File: config.mk
export PLATFORM = sky130hd
export DESIGN_NAME = mdio_responder
export DESIGN_NICKNAME = d
export VERILOG_FILES = /design/src/rtl/mdio_responder.sv
export SDC_FILE = /design/constraint.sdc
export NUM_CORES = 1
export LEC_CHECK = 0
export ABC_CLOCK_PERIOD_IN_PS = 3000
export CAP_MARGIN = 15
export CORE_MARGIN = 2
export CORE_UTILIZATION = 35
export CTS_BUF_LIST = sky130_fd_sc_hd__clkbuf_8 sky130_fd_sc_hd__clkbuf_16
export DETAILED_ROUTE_END_ITERATION = 10
export GPL_TIMING_DRIVEN = 0
export PLACE_DENSITY_LB_ADDON = 0.08
export SYNTH_ARGS = -nofsm -noshare
export SYNTH_HDL_FRONTEND = slang
export SYNTH_SLANG_ARGS = --single-unit
export TNS_END_PERCENT = 5
File: constraint.sdc
create_clock -name clk -period 3 [get_ports clk]
set_clock_uncertainty 0.05 [all_clocks]
set_input_delay 0.3 -clock clk [delete_from_list [all_inputs] [get_ports clk]]
set_output_delay 0.3 -clock clk [all_outputs]
set_load 0.03 [all_outputs]
File: src/rtl/mdio_responder.sv
// PHY-side Clause-22 MDIO responder: decodes frames addressed to PHY_ADDR,
// strobes register writes/reads and serializes read data back on mdio_in.
module mdio_responder #(
  parameter logic [4:0] PHY_ADDR = 5'd1
) (
  input  logic        clk,
  input  logic        reset,
  input  logic        mdc,
  input  logic        mdio_out,
  input  logic        mdio_oe,
  output logic        mdio_in,
  output logic [4:0]  reg_addr,
  output logic [15:0] reg_wr_data,
  output logic        reg_wr_stb,
  output logic        reg_rd_stb,
  input  logic [15:0] reg_rd_data,
  output logic        frame_err
);

  typedef enum logic [2:0] {
    IDLE    = 3'd0,
    HEADER  = 3'd1,
    WRITE   = 3'd2,
    READ    = 3'd3,
    RD_LAST = 3'd4,
    SKIP    = 3'd5
  } state_t;

  state_t      state;
  logic        mdc_q;
  logic        rise;
  logic        fall;
  logic [4:0]  bit_cnt;
  logic [15:0] shreg;
  logic [4:0]  cur_reg;
  logic        wr_bad;
  logic        rd_load;
  logic [13:0] hdr_next;
  logic [1:0]  hdr_st;
  logic [1:0]  hdr_op;
  logic [4:0]  hdr_phy;

  assign rise     = mdc & ~mdc_q;
  assign fall     = ~mdc & mdc_q;
  // Full 14-bit header as it will look once the current bit is shifted in.
  assign hdr_next = {shreg[12:0], mdio_out};
  assign hdr_st   = hdr_next[13:12];
  assign hdr_op   = hdr_next[11:10];
  assign hdr_phy  = hdr_next[9:5];

  always_ff @(posedge clk) begin
    // mdc_q tracks mdc even in reset so a rise coincident with reset is lost.
    mdc_q <= mdc;
    if (reset) begin
      state       <= IDLE;
      bit_cnt     <= '0;
      shreg       <= '0;
      cur_reg     <= '0;
      wr_bad      <= 1'b0;
      rd_load     <= 1'b0;
      mdio_in     <= 1'b1;
      reg_addr    <= '0;
      reg_wr_data <= '0;
      reg_wr_stb  <= 1'b0;
      reg_rd_stb  <= 1'b0;
      frame_err   <= 1'b0;
    end else begin
      reg_wr_stb <= 1'b0;
      reg_rd_stb <= 1'b0;
      frame_err  <= 1'b0;
      rd_load    <= reg_rd_stb;
      if (rd_load) shreg <= reg_rd_data;

      case (state)
        IDLE: begin
          if (rise && mdio_oe && !mdio_out) begin
            state   <= HEADER;
            bit_cnt <= 5'd1;
            shreg   <= '0;
          end
        end

        HEADER: begin
          if (rise) begin
            if (!mdio_oe) begin
              frame_err <= 1'b1;
              state     <= IDLE;
              bit_cnt   <= '0;
            end else begin
              shreg   <= {shreg[14:0], mdio_out};
              bit_cnt <= bit_cnt + 5'd1;
              if (bit_cnt == 5'd13) begin
                cur_reg <= hdr_next[4:0];
                wr_bad  <= 1'b0;
                if (hdr_st != 2'b01 || !(hdr_op == 2'b01 || hdr_op == 2'b10)) begin
                  frame_err <= 1'b1;
                  state     <= SKIP;
                end else if (hdr_phy != PHY_ADDR) begin
                  state <= SKIP;
                end else if (hdr_op == 2'b01) begin
                  state <= WRITE;
                end else begin
                  state      <= READ;
                  reg_addr   <= hdr_next[4:0];
                  reg_rd_stb <= 1'b1;
                end
              end
            end
          end
        end

        WRITE: begin
          if (rise) begin
            shreg <= {shreg[14:0], mdio_out};
            if (bit_cnt == 5'd31) begin
              state   <= IDLE;
              bit_cnt <= '0;
              if (wr_bad || !mdio_oe) begin
                frame_err <= 1'b1;
              end else begin
                reg_wr_stb  <= 1'b1;
                reg_wr_data <= {shreg[14:0], mdio_out};
                reg_addr    <= cur_reg;
              end
            end else begin
              bit_cnt <= bit_cnt + 5'd1;
              if (!mdio_oe || (bit_cnt == 5'd14 && !mdio_out) ||
                  (bit_cnt == 5'd15 && mdio_out))
                wr_bad <= 1'b1;
            end
          end
        end

        READ: begin
          if (rise) begin
            if (mdio_oe) begin
              frame_err <= 1'b1;
              mdio_in   <= 1'b1;
              state     <= IDLE;
              bit_cnt   <= '0;
            end else if (bit_cnt == 5'd31) begin
              state   <= RD_LAST;
              bit_cnt <= '0;
            end else begin
              bit_cnt <= bit_cnt + 5'd1;
            end
          end else if (fall) begin
            // bit_cnt holds the index of the next bit the generator will sample.
            if (bit_cnt == 5'd14) begin
              mdio_in <= 1'b1;
            end else if (bit_cnt == 5'd15) begin
              mdio_in <= 1'b0;
            end else if (bit_cnt >= 5'd16) begin
              mdio_in <= shreg[15];
              shreg   <= {shreg[14:0], 1'b0};
            end
          end
        end

        RD_LAST: begin
          if (fall) begin
            mdio_in <= 1'b1;
            state   <= IDLE;
          end
        end

        SKIP: begin
          if (rise) begin
            if (bit_cnt == 5'd31) begin
              state   <= IDLE;
              bit_cnt <= '0;
            end else begin
              bit_cnt <= bit_cnt + 5'd1;
            end
          end
        end

        default: begin
          state   <= IDLE;
          bit_cnt <= '0;
          mdio_in <= 1'b1;
        end
      endcase
    end
  end

endmodule

# [Word level (Yosys, flattened, before mapping)]
# Index checks and enable logic that the tools add are counted.
[op_classes] addsub=1 order_cmp=1 eq_ne=34 muxes=70 n_bitwise=13 reduce_logical=25
[op_table] cell="two-way mux 16 bit" count=10
[op_table] cell="two-way mux 5 bit" count=16
[op_table] cell="one-hot mux 16 bit (4 select lines)" count=1
[op_table] cell="two-way mux 3 bit" count=12
[op_table] cell="inequality test 2 bit, second input constant" count=14
[op_table] cell="two-way mux 1 bit" count=25
[op_table] cell="one-hot mux 5 bit (5 select lines)" count=1
[op_table] cell="== test 5 x 4 -> 1 bit, second input constant" count=3
[op_table] cell="one-hot mux 3 bit (5 select lines)" count=1
[op_table] cell="inequality test 3 bit, second input constant" count=4
[op_table] cell="NOT 1 bit" count=11
[op_table] cell="one-hot mux 5 bit (2 select lines)" count=1
[op_table] cell="AND reduction 10 bit" count=1
[op_table] cell="AND reduction 5 bit" count=2
[op_table] cell="AND reduction 4 bit" count=2
[op_table] cell="AND reduction 8 bit" count=1
[op_table] cell="OR reduction 4 bit" count=2
[op_table] cell="AND reduction 7 bit" count=1
[op_table] cell="OR reduction 7 bit" count=1
[op_table] cell="== test 3 x 2 -> 1 bit, second input constant" count=2
[op_table] cell="== test 3 bit, second input constant" count=2
[op_table] cell="inequality test 2 x 1 -> 1 bit, second input constant" count=3
[op_table] cell="one-hot mux 1 bit (3 select lines)" count=2
[op_table] cell="adder 5 x 1 -> 5 bit, second input constant" count=1
[op_table] cell="other kinds (15)" count=25
[word_totals] ff_bits=57 out_inout_bits=25 elab_cells=157

# [Depth between registers and ports, before layout]
[logic_depth] depth_word=9 mapped_depth=9

# [Least setup slack after synthesis]
# Ideal clock, no wire load.
[synth_timing] path_kind="register to register" from="register bit_cnt[0]" to="register reg_wr_data[0]" arrival_ps=1979 t_required_ps=2818 setup_slack_ps=838 stages_incl_launch_ff=10 n_path_buf=2 period_less_slack_ps=2162 cell_sequence="dfxtp_1 > ha_1 > and3_1 > ha_1 > inv_1 > or4_1 > buf_2 > buf_6 > nand2_1 > a21oi_1"
[synth_between] elab_chain_len=2
[synth_lines] item="start, declared" line="33" rtl="logic [4:0] bit_cnt;"
[synth_lines] item="start signal, assigned" line="91" rtl="bit_cnt <= bit_cnt + 5'd1;"
[synth_lines] item="start signal, assigned" line="126" rtl="bit_cnt <= bit_cnt + 5'd1;"
[synth_lines] item="start signal, assigned" line="145" rtl="bit_cnt <= bit_cnt + 5'd1;"
[synth_lines] item="== test 5 bit" line="115" rtl="if (bit_cnt == 5'd31) begin"
[synth_lines] item="AND reduction 4 bit (no line)"
[synth_lines] item="end signal, assigned" line="122" rtl="reg_wr_data <= {shreg[14:0], mdio_out};"
[synth_lines] item="end, declared" line="13" rtl="output logic [15:0] reg_wr_data,"
# Every way passes these cells.
# A chain may end at the register's enable or synchronous reset.

# [Worst setup path in the final report]
[layout_timing] from="input mdc" to="register shreg[13]"
[layout_between] elab_chain_len=5 elab_cells_between_ends=11 cone_classes="6 x mux; 3 x bitwise; 2 x reduce/logical"
[layout_lines] item="start, declared" line="8" rtl="input logic mdc,"
[layout_lines] item="NOT 1 bit / AND 1 bit (equally long branches)" line="44, 43"
[layout_lines] item="AND 1 bit / logical AND 1 bit (equally long branches)" line="44, 76"
[layout_lines] item="two-way mux 16 bit / logical AND 1 bit (equally long branches)" line="147, 76"
[layout_lines] item="two-way mux 16 bit (on tied branches)" line="135, 76"
[layout_lines] item="one-hot mux 16 bit (4 select lines) (*)" line="74" rtl="case (state)"
[layout_lines] item="end signal, assigned" line="72" rtl="if (rd_load) shreg <= reg_rd_data;"
[layout_lines] item="end signal, assigned" line="90" rtl="shreg <= {shreg[14:0], mdio_out};"
[layout_lines] item="end signal, assigned" line="155" rtl="shreg <= {shreg[14:0], 1'b0};"
[layout_lines] item="end, declared" line="34" rtl="logic [15:0] shreg;"
# Mark *: on every way between the ends. The rest lies on a longest branch, timed or not.

==> out/results.tsv <==
stage	metric	value	unit
status	status	complete, no violations	
clock_network	cts.clk_slew.worst_paths	0.07	ns
power_and_ir_drop	p_int	1.12	mW
synth	syn_avg_cell_area	8.83	um2
setup_path	rr_startpoint	mdc_q$_DFF_P_	
power_and_ir_drop	peakVddDrop	0.000252	V
sta	setup_slack	0.453	ns
sta	fin_tns_setup	0	ns
clock_network	cts_made_buffers	9	
sta	clock.fmax	0.393	GHz
cells_and_area	area_delta_synth_final	26.1	%
cells_and_area	antennaDiodeCount	0	
grt	grt_pass1_wl	12200	um
synth	synth_warnings	0	
synth	synth_edf_count	0	
setup_path	crit_family	buffers and inverters	
sta	post-route-period-util	84.9	%
synth	yosysSeqAreaShare	40.2	%
worst_hold_path	min-delay-start	mdio_out	
setup_path	critical_path.startpoint_type	input pin	
sta	setup_viol	0	
floorplan	start_util	36.3	%
cells_and_area	nets	407	
grt	antenna_found_initial	0	
synth	ys_seq_elements	57	
power_and_ir_drop	switching_share	25.7	%
floorplan	row_count	32	
clock_network	cts_tree	yes	
setup_path	cp_max_fo	10	
synth	synth_ff_type	dfxtp_1	
setup_path	slowest_delay	0.50	ns
synth	synth.net_count	352	
grt	grt_max_degree	11	
synth	synth_top_cell_by_area	dfxtp_1	
clock_network	clk_latency	0.34	ns
power_and_ir_drop	sequentialPowerShare	50.7	%
cells_and_area	reg_top3	reg_wr_data (16), shreg (16)	
floorplan	die_area	8840	um2
power_and_ir_drop	combinationalPowerShare	6.6	%
placed_design	portBuffers	44	
power_and_ir_drop	pwr-share-clk	42.7	%
power_and_ir_drop	power_leakage	1.18	nW
sta	maxSlewViolCount	0	
setup_path	crit_chain	clkdlybuf4s50_1, ha_1, clkbuf_1, nor2b_1, o21ai_1, nor3_1, a311o_1, buf_2, o2bb2ai_1	
clock_network	clock-root-buffer	clkbuf_8	
detailed_routing	avgRoutedWirePerCell	15.3	um
setup_path	end_kind	flip-flop	
sta	rsz0062_at_grt	false	
synth	synthArstFlopShare	0	%
floorplan	io_pins	46	
power_and_ir_drop	p_sw	0.387	mW
clock_network	cts.sinks	57	
floorplan	core	7810	um2
clock_network	cts_max_level	3	
floorplan	die_x	94.0	um
worst_hold_path	hold_depth	3	
clock_network	cts_resized	0	
floorplan	die_h	94.0	um
clock_network	ctsHoldBuffers	0	
worst_hold_path	holdCritPathClass	in -> reg	
setup_path	reg2reg_slack	0.57	ns
setup_path	required	3.18	ns
grt	grt_overflow_total	0	
sta	maxSlewHeadroom	52.3	%
grt	grt_pass1_vias	2465	
placed_design	gp_congestion	0.880	
synth	synthTopCellsByArea	dfxtp_1 (40%), mux2i_1 (9.9%), nand2_1 (6.4%)	
synth	synth.cell_area	2840	um2
cells_and_area	layout_commonest_cell	dfxtp_1	
sta	worstMarginPinSlew	0.716	ns
detailed_routing	drc	0	
setup_path	crit_slowest_cell	clkdlybuf4s50_1	
setup_path	ff2ff_path_depth	9	
placed_design	preCtsSetupSlack	0.146	ns
cells_and_area	layout_common_cells	dfxtp_1 (57), nand2_1 (48), clkdlybuf4s50_1 (44), a21oi_1 (29), mux2i_1 (28)	
sta	hold_violations	0	
grt	track_usage	17.8	%
detailed_routing	postRouteWirelength	7390	um
synth	synth.top_cell.area_share	40.2	%
power_and_ir_drop	powerDensity	421	nW/um2
setup_path	path_class	in -> reg	
detailed_routing	drt.antenna.violating_nets	0	
worst_hold_path	holdPathEnd	reg_wr_data[0]$_SDFFE_PP0P_	
detailed_routing	drt_iter0_drc	191	
sta	min_period	2.55	ns
setup_path	cp_data_arrival_time	2.73	ns
clock_network	post_cts_buffers	0	
job	maxCapViolCount	0	
detailed_routing	post_drt_via_cell_ratio	5.19	
synth	synth_cells	321	
placed_design	dp_hpwl	5380	um
detailed_routing	num_vias	2507	
detailed_routing	firstDrtPassIters	4	
setup_path	cp.buffers_inverters	3	
cells_and_area	fillers	790	
setup_path	rr_endpoint	shreg[13]$_SDFF_PP0_	
clock_network	clk_path_buf_depth	2	
synth	synth.distinct_cells	58	
cells_and_area	layout-drive-gt1-share	9.19	%
cell families after synthesis:
logic type | count (synthesis) | synth area share, %
buffers and inverters | 34 | 5.08
XOR/XNOR | 1 | 0.309
AO/OA/AOI/OAI | 81 | 19.2
adder cells (fa/ha/maj) | 10 | 4.41
flip-flops | 57 | 40.2
AND/OR/NAND/NOR | 109 | 20.4
multiplexers | 29 | 10.3
area by class of cell:
cell class	instances	area [um2]	area share (%)
tap	102	128	3.57
timing repair buffer	44	440	12.3
multi-input combinational	230	1550	43.4
clock buffer	10	138	3.85
buffer	19	87.6	2.45
inverter	15	56.3	1.57
clock inverter	6	35.0	0.980
sequential	57	1140	31.9
power by group through the flow:
stage	clock [mW]	sequential (mW)	combinational, mW
after floorplan	0	0.781	0.0508
after global placement	0	0.780	0.100
after detailed placement	0	0.780	0.0997
after CTS	0.657	0.763	0.100
after global routing	0.683	0.763	0.109
final	0.643	0.763	0.0999
synthesized netlist by cell type, drive strengths merged, types with 2 or more instances:
library cell	instances
buf	9
o21ai	9
nor2b	8
nand2	48
o211ai	2
a32oi	2
nor4b	2
a21boi	2
nor3b	4
dfxtp	57
nor3	2
nor2	19
a2bb2oi	2
or3	2
mux2i	28
ha	10
a21oi	30
a211oi	10
o2bb2ai	15
clkbuf	10
inv	15
nand3	9
nor4	2
o22ai	3
metrics by stage:
step / cell area (um2) / util (%) / hold WS (ns) / total power, mW / cells
2_1_floorplan: 2840 / - / 0.278 / 0.832 / 321
3_3_place_gp: 3400 / 43.6 / 0.394 / 0.881 / 467
3_5_place_dp: 3400 / 43.6 / 0.399 / 0.880 / 467
4_1_cts: 3580 / 45.8 / 0.335 / 1.52 / 483
5_1_grt: 3580 / 45.8 / 0.356 / 1.56 / 483
6_report: 3580 / 45.8 / 0.328 / 1.51 / 483
worst reg2reg max path, delay by kind of cell, from the launching register on:
family / cells / cell delay, ns
simple gates: 2 / 0.48
fa+ha+maj: 1 / 0.16
compound gates: 3 / 0.59
flops: 1 / 0.32
buf+inv: 3 / 0.74
layer usage:
metal / GRT usage, % / share of wire (%) / wire, um / vias up
li1: - / - / - / 1247
met1: 24.7 / 49 / 3630 / 1180
met2: 26.9 / 45 / 3310 / 66
met3: 4.01 / 4.2 / 309 / 14
met4: 7.13 / 1.9 / 142 / 0
met5: 0 / 0 / 0 / -
worst max path at each step:
stage / from / to / slack, ns / cells past startpoint
CTS: mdc / shreg[7]$_SDFF_PP0_ / 0.49 / 9
global route: mdc / shreg[15]$_SDFF_PP0_ / 0.30 / 9
global placement: mdc / shreg[15]$_SDFF_PP0_ / 0.16 / 9
finish: mdc / shreg[13]$_SDFF_PP0_ / 0.45 / 9
floorplan: bit_cnt[0]$_SDFFE_PP0P_ / reg_wr_data[0]$_SDFFE_PP0P_ / 0.84 / 9
detailed placement: mdc / shreg[7]$_SDFF_PP0_ / 0.15 / 9
Note: power is estimated with default switching activity, not from simulation.
